--- src/rtl/egg_timer_datapath.sv ---
// ----------------------------------------------------------------------------
// egg_timer_datapath
//
// Timekeeping datapath for the egg timer. Follows the 3-bit state code from
// the control FSM: loads MM:SS from the switches, counts down in BCD once per
// second in TIMER, raises a sticky time_up at 00:00, and in the flash states
// drives the alarm LED and produces the half-second pacing pulse.
//
// Ports:
//   clk        in   system clock, all logic on posedge
//   rst_n      in   asynchronous active-low reset
//   state      in   [2:0] controller state code
//   set_val    in   [7:0] BCD switch value, [7:4] tens, [3:0] units
//   min_bcd    out  [7:0] minutes, BCD 00-99
//   sec_bcd    out  [7:0] seconds, BCD 00-59
//   sec_tick   out  one-cycle pulse on each 1 s decrement in TIMER
//   half_tick  out  one-cycle pulse every HALF cycles in FLASH_ON/FLASH_OFF
//   time_up    out  sticky: countdown reached 00:00
//   flash_led  out  alarm LED drive
//   set_err    out  set_val is not valid BCD for the field being set
// ----------------------------------------------------------------------------
module egg_timer_datapath #(
  parameter int TICKS_PER_SEC = 50000000,
  parameter int CNT_W         = $clog2(TICKS_PER_SEC)
) (
  input  logic       clk,
  input  logic       rst_n,
  input  logic [2:0] state,
  input  logic [7:0] set_val,
  output logic [7:0] min_bcd,
  output logic [7:0] sec_bcd,
  output logic       sec_tick,
  output logic       half_tick,
  output logic       time_up,
  output logic       flash_led,
  output logic       set_err
);

  localparam int HALF = TICKS_PER_SEC / 2;

  localparam logic [CNT_W-1:0] SEC_LAST  = CNT_W'(TICKS_PER_SEC - 1);
  localparam logic [CNT_W-1:0] HALF_LAST = CNT_W'(HALF - 1);

  typedef enum logic [2:0] {
    ST_SET_SEC     = 3'd0,
    ST_SET_MIN     = 3'd1,
    ST_TIMER       = 3'd2,
    ST_READY       = 3'd3,
    ST_RESET       = 3'd4,
    ST_FLASH_ON    = 3'd5,
    ST_FLASH_OFF   = 3'd6,
    ST_SETTING_MIN = 3'd7
  } state_t;

  state_t cur_state;
  assign cur_state = state_t'(state);

  logic [2:0]       prev_state;
  logic [CNT_W-1:0] prescaler;

  logic [7:0]       nxt_min;
  logic [7:0]       nxt_sec;
  logic [CNT_W-1:0] nxt_prescaler;
  logic             nxt_sec_tick;
  logic             nxt_half_tick;
  logic             nxt_time_up;
  logic             nxt_flash_led;
  logic             nxt_set_err;

  logic             state_change;
  logic [15:0]      dec_val;

  assign state_change = (state != prev_state);

  // One-second BCD decrement of MM:SS; callers guarantee the input is not
  // 00:00, so the minutes borrow never underflows.
  function automatic logic [15:0] bcd_dec(input logic [7:0] m, input logic [7:0] s);
    logic [3:0] mt, mu, st, su;
    mt = m[7:4];
    mu = m[3:0];
    st = s[7:4];
    su = s[3:0];
    if (su != 4'd0) begin
      su = su - 4'd1;
    end else if (st != 4'd0) begin
      st = st - 4'd1;
      su = 4'd9;
    end else begin
      st = 4'd5;
      su = 4'd9;
      if (mu != 4'd0) begin
        mu = mu - 4'd1;
      end else begin
        mt = mt - 4'd1;
        mu = 4'd9;
      end
    end
    return {mt, mu, st, su};
  endfunction

  assign dec_val = bcd_dec(min_bcd, sec_bcd);

  // NOTE: every signal written here gets a default first so that no path
  // through the case leaves it unassigned, which would infer a latch.
  always_comb begin
    nxt_min       = min_bcd;
    nxt_sec       = sec_bcd;
    nxt_prescaler = '0;
    nxt_sec_tick  = 1'b0;
    nxt_half_tick = 1'b0;
    nxt_time_up   = time_up;
    nxt_flash_led = 1'b0;
    nxt_set_err   = 1'b0;

    case (cur_state)
      ST_RESET: begin
        nxt_min     = 8'h00;
        nxt_sec     = 8'h00;
        nxt_time_up = 1'b0;
      end

      ST_SET_SEC: begin
        if (set_val[7:4] <= 4'd5 && set_val[3:0] <= 4'd9) nxt_sec = set_val;
        else nxt_set_err = 1'b1;
      end

      ST_SET_MIN: begin
        if (set_val[7:4] <= 4'd9 && set_val[3:0] <= 4'd9) nxt_min = set_val;
        else nxt_set_err = 1'b1;
      end

      ST_TIMER: begin
        // A state change clears the prescaler and suppresses a coincident wrap.
        if (!state_change && prescaler != SEC_LAST) nxt_prescaler = prescaler + 1'b1;
        if (!time_up) begin
          if (min_bcd == 8'h00 && sec_bcd == 8'h00) begin
            nxt_time_up = 1'b1;
          end else if (!state_change && prescaler == SEC_LAST) begin
            {nxt_min, nxt_sec} = dec_val;
            nxt_sec_tick       = 1'b1;
            if (dec_val == 16'h0000) nxt_time_up = 1'b1;
          end
        end
      end

      ST_FLASH_ON, ST_FLASH_OFF: begin
        nxt_flash_led = (cur_state == ST_FLASH_ON);
        if (!state_change) begin
          if (prescaler == HALF_LAST) nxt_half_tick = 1'b1;
          else nxt_prescaler = prescaler + 1'b1;
        end
      end

      default: begin
        // READY and SETTING_MIN: hold the value, prescaler parked at 0.
      end
    endcase
  end

  // NOTE: sequential state is updated with non-blocking assignments so every
  // register samples the pre-edge values of the others.
  always_ff @(posedge clk or negedge rst_n) begin
    if (!rst_n) begin
      min_bcd    <= 8'h00;
      sec_bcd    <= 8'h00;
      prescaler  <= '0;
      prev_state <= 3'd0;
      sec_tick   <= 1'b0;
      half_tick  <= 1'b0;
      time_up    <= 1'b0;
      flash_led  <= 1'b0;
      set_err    <= 1'b0;
    end else begin
      min_bcd    <= nxt_min;
      sec_bcd    <= nxt_sec;
      prescaler  <= nxt_prescaler;
      prev_state <= state;
      sec_tick   <= nxt_sec_tick;
      half_tick  <= nxt_half_tick;
      time_up    <= nxt_time_up;
      flash_led  <= nxt_flash_led;
      set_err    <= nxt_set_err;
    end
  end

endmodule

--- config.mk ---
export PLATFORM = sky130hd
export DESIGN_NAME = egg_timer_datapath
export DESIGN_NICKNAME = d
export VERILOG_FILES = /design/src/rtl/egg_timer_datapath.sv
export SDC_FILE = /design/constraint.sdc
export NUM_CORES = 1
export LEC_CHECK = 0
export BUFFER_PORTS_ARGS = -buffer_cell sky130_fd_sc_hd__clkbuf_2
export CORE_MARGIN = 4
export CORE_UTILIZATION = 25
export CTS_CLUSTER_DIAMETER = 50
export DETAILED_ROUTE_END_ITERATION = 16
export HOLD_SLACK_MARGIN = 0.15
export SETUP_SLACK_MARGIN = 0.02
export SYNTH_ARGS = -nofsm -noshare
export SYNTH_HDL_FRONTEND = slang
export SYNTH_SLANG_ARGS = --single-unit
--- constraint.sdc ---
create_clock -name clk -period 2.2 [get_ports clk]
set_input_delay 0.22 -clock clk [delete_from_list [all_inputs] [get_ports clk]]
set_output_delay 0.22 -clock clk [all_outputs]
set_load 0.005 [all_outputs]
Yosys cells after proc, flatten, opt, wreduce, memory -nomap -nowiden

Index checks and enable logic that the tools add are counted.

Reductions and logical operators: 19
Equal/unequal tests: 14
Shifts and indexed selects: 0
Multiplexer cells: 39
Div/mod/pow operators: 0
Bitwise operators: 0
Add/sub/neg operators: 5
Multipliers: 0
Magnitude comparators: 3

Operator list:

| kind                    | number |
|---|---|
| $mux W26                | 3 |
| $mux W8                 | 8 |
| $pmux W26 S2            | 1 |
| $pmux W8 S3             | 2 |
| $mux W4                 | 9 |
| $add A26 B1 Y26 const B | 1 |
| $eq A26 B25 Y1 const B  | 1 |
| $eq A26 B26 Y1 const B  | 1 |
| $ne A26 B26 Y1 const B  | 1 |
| $logic_not A16 Y1       | 1 |
| $logic_not A8 Y1        | 2 |
| $sub A4 B1 Y4 const B   | 4 |
| $mux W1                 | 14 |
| $reduce_bool A4 Y1      | 3 |
| $ne A2 B2 Y1 const B    | 5 |
| $reduce_and A5 Y1       | 2 |
| $eq A3 B3 Y1 const B    | 3 |
| $le A4 B4 Y1 const B    | 2 |
| $reduce_bool A3 Y1      | 2 |
| $logic_and A1 B1 Y1     | 5 |
| $le A4 B3 Y1 const B    | 1 |
| $pmux W1 S2             | 2 |
| $eq A3 B1 Y1 const B    | 1 |
| $eq A3 B2 Y1 const B    | 1 |
| other kinds (5)         | 5 |

Memories: 0
Bits in read-only memories: 0
Logic and storage cells: 89
Output and inout bits: 21
Bits in latches: 0
Bits in registers: 50
RAM bits: 0
Input bits: 13

Depth between registers and ports, before layout

Depth after elaboration: 10
Gate-level depth with buffers: 9
Mapped depth without buffers: 8

Worst setup path before layout

OpenSTA, ideal clock, no wires.

Path kind: register -> register
Start point: reg prescaler[0]
End point: reg prescaler[25]
Required time: 2.081 ns
Clock period less this slack: 2.413 ns
Buffers on the path: 1
Slack: -0.213 ns
Cell stages (with the launch flop): 9
Data arrival time: 2.295 ns
Library setup time: 0.119 ns
Cells stage by stage: dfrtp_1 > ha_1 > and4_1 > nand2_1 > or4_1 > or4_1 > a32oi_2 > buf_4 > nor2_1

Word-level cells in the longest chain between the ends: 4
Elaborated cells on any way between the ends: 8
Those cells by class: 1 x add/sub; 2 x eq/ne; 4 x mux; 1 x reduce/logical

Ends and longest elaborated chain:

| element                                                | line     | source |
|---|---|---|
| start: declaration                                     | 59       | `logic [CNT_W-1:0] prescaler;` |
| start signal: assignment                               | 176      | `prescaler <= nxt_prescaler;` |
| $add A26 B1 Y26 (tied with other cells)                | 134, 150 |  |
| $mux W26 / $logic_and A1 B1 Y1 (equally long branches) | 149, 134 |  |
| $mux W26 (on tied branches)                            | 148, 134 |  |
| $pmux W26 S2 *                                         | 115      | `case (cur_state)` |
| net nxt_prescaler[25]                                  | 63       | `logic [CNT_W-1:0] nxt_prescaler;` |

Mark *: on every way through the listed nets, which the timed path passes. The rest lies on a longest branch.
A chain may end at the register's enable or synchronous reset.

Worst setup path in the final report

Start point: reg prescaler[1]
End point: reg prescaler[16]

The elaborated chain is that of the path after synthesis.

==> results.ini <==
[final_layout]
final_cell_count_no_fill = 586
n_fill_cell = 1153
finish.utilization_pct = 36.1
drive_gt1_share_pct = 33.0
final_area_um2 = 4160
area_growth_pct = 40.6
final_nets = 459
diodes = 0

[setup_path]
cpMostUsedCell = or4_4
cp.buffers_inverters = 1
worstSetupEndpointType = flip-flop
slowest_stage = or4_4
crit_required_ps = 2380
reg2reg_slack_ps = -140
critPathArrivalTime_ps = 2520
slowest_delay_ps = 510
cp-start-kind = flip-flop
critPathTopFamily = simple AND/OR/NAND/NOR gates
worst-setup-path-type = flip-flop to flip-flop
crit_chain = ha_2 -> and4_4 -> nand2_2 -> or4_4 -> or4_4 -> a32oi_4 -> buf_12 -> nor2_1
crit_path_max_fanout = 26

[clock_network]
cts_tree = yes
path_clk_slew_ps = 60
cts_sinks = 50
h-tree-depth = 2
cts_buffers = 5
clockBufferDepth = 2
insertion_delay_ps = 290
cts-root-buf = clkbuf_16

[power]
max-vdd-ir-drop_mv = 0.270
p_leak_nw = 1.82
power_frac_comb_pct = 32.0
p_int_mw = 1.77
power.density_nw_per_um2 = 623
p_sw_uw = 820
seq_power_share_pct = 39.3
sw_frac_of_total_pct = 31.7
clockPowerShare_pct = 28.7

[timing]
finalHoldViolCount = 0
fin_skew_ps = 6.83
worst_pin_slew_ps = 712
holdWs_ps = 259
final-max-slew-violation-count = 0
slew-limit-headroom_pct = 52.5
layout_setup_ws_ps = -141
fin_crit_ps = 2340
setup_violations = 27
fmax_ghz = 0.427
rsz0062_at_grt = yes
fin_crit_sh_pct = 106

[routing]
first_iter_violations = 241
wl_mm = 9.07
via_per_inst = 5.08
antenna_left = 0
drc = 0
vias = 2975
wl_per_cell_um = 15.5
drtPass1Iterations = 4

[yosys]
avgSynthCellArea_um2 = 8.62
ys_warn_count = 0
async_reset_ff_share_pct = 100
ys_types = 46
syn-num-nets = 359
netlist_instances = 343
ys_ff_latch = 50
synth_area_um2 = 2960
synthFlopType = dfrtp_1
synth_edf_count = 0
ys_seq_area_share_pct = 42.3

[global_route]
antenna_found_initial = 0
grt_max_degree = 28
grt_pass1_wl_mm = 14.7
grt.total_usage_pct = 13.4
grt_overflow = 0
first_global_vias = 3046

[worst_hold_path]
holdCritPathClass = input pin to flip-flop

[die]
num_rows = 39
start_util_pct = 25.7
core_area_um2 = 11500
num_io_pins = 34
dieWidth_um = 117
die_h_um = 117
die-area_um2 = 13600

[status]
run_status = complete, but fails checks
violations = negative setup slack

[placed_design]
hpwl_mm = 6.68
gp_congestion = 0.875
placed_area_um2 = 3780
portBuffers = 33
placedCellCount = 570

[flow_run]
timing.max_cap.violations = 0

==> state kept, by name (all words and copies together), names as in the netlist <==
| name | count |
|---|---|
| prev_state | 3 |
| half_tick | 1 |
| set_err | 1 |
| prescaler | 26 |
| flash_led | 1 |
| time_up | 1 |
| min_bcd | 8 |
| sec_bcd | 8 |
| sec_tick | 1 |
==> per-layer routing <==
layer / GRT usage [%] / vias to the layer above / wire (um)
li1: - / 1438 / -
met4: 4.43 / 0 / 145
met5: 0 / - / 0
met2: 22.4 / 102 / 4510
met1: 17.1 / 1418 / 3830
met3: 3.08 / 17 / 580
==> cell usage after synthesis (all sizes together) (4+ instances only) <==
cell type,instances,share of area (%)
dfrtp,50,42
nor2,43,5.5
clkbuf,8,1.0
nor4,10,2.1
and2,6,1.3
xnor2,12,3.6
nand3,20,3.4
o211ai,4,1.0
and3,7,1.5
buf,5,1.0
nor3,12,2.0
o21ai,28,4.9
a31oi,7,1.5
inv,12,1.5
xor2,17,5.0
or4,8,2.0
nand4,6,1.3
a21oi,7,1.2
and4,5,1.5
nand2,34,4.3
==> power by group through the flow <==
stage / Combinational (mW) / Sequential, mW / Clock, mW
2_1_floorplan: 0.345 / 1.05 / 0
3_3_place_gp: 0.686 / 1.02 / 0
3_5_place_dp: 0.694 / 1.03 / 0
4_1_cts: 0.711 / 1.01 / 0.770
5_1_grt: 0.916 / 1.02 / 0.808
6_report: 0.829 / 1.02 / 0.745
==> path summary, 6_finish.rpt <==
kind	end	from	depth (start not counted)
worst min register to register	prescaler[0]	prescaler[0]	2
min in group asynchronous	time_up	rst_n	2
worst max register to register	prescaler[16]	prescaler[1]	8
max in group asynchronous	prescaler[5]	rst_n	3
worst min-delay path	min_bcd[3]	set_val[3]	3
worst max-delay path	prescaler[16]	prescaler[1]	8
==> stage by stage <==
stage / setup TNS (ps) / power (mW) / worst slack [ps]
finish: -3410 / 2.59 / -141
global route: -6530 / 2.75 / -241
CTS: -3350 / 2.49 / -136
detailed placement: -3900 / 1.72 / -159
global placement: -1930 / 1.71 / -76.4
floorplan: -2370 / 1.40 / -119
==> timing repair <==
action | in CTS | in global routing
setup buffers | 1 | 7
endpoints found under the hold margin | 25 | 0
setup endpoints to repair | 37 | 41
pin swaps | 2 | 12
gates resized for setup | 8 | 33
hold buffers | 1 | 0
==> cell families after synthesis <==
logic type / count (synthesis) / synth area share [%]
AND/OR/NAND/NOR: 169 / 29.5
AO/OA/AOI/OAI: 66 / 14.4
flip-flops: 50 / 42.3
XOR/XNOR: 29 / 8.59
buffers and inverters: 25 / 3.55
adder cells (fa/ha/maj): 3 / 1.27
multiplexers: 1 / 0.338
==> worst reg2reg max path, cell delays in order, from the launching register on <==
cell	delay (ps)
dfrtp_1	350
ha_2	180
and4_4	230
nand2_2	60
or4_4	400
or4_4	510
a32oi_4	230
buf_12	200
nor2_1	70
==> cell type report <==
class / count / area [um2] / area share [%]
tap: 143 / 179 / 4.30
multi-input combinational: 268 / 1800 / 43.4
timing repair buffer: 106 / 747 / 18.0
sequential: 50 / 1250 / 30.1
inverter: 12 / 45.0 / 1.08
clock buffer: 7 / 133 / 3.19
==> cell usage in the layout, fill, tap and decap left out, types with 3 or more instances in the layout <==
cell type   n
xor2_1     17
inv_1      10
and2_1      6
o21ai_1     5
a21oi_1     6
clkbuf_16   5
nand2_1    32
nor3_1     10
nor4_1      7
nand4_1     6
and3_1      7
a31oi_1     6
o22ai_1     3
or2_2       3
and4_1      4
nand2b_1    3
xnor2_1    12
or4_4       5
nor2_1     42
buf_6       5
buf_4      66
nand3_1    19
clkbuf_2   33
o211ai_1    4
or4_1       3
o21ai_0    20
dfrtp_1    50
No activity file was read; power rests on OpenSTA's default activity.
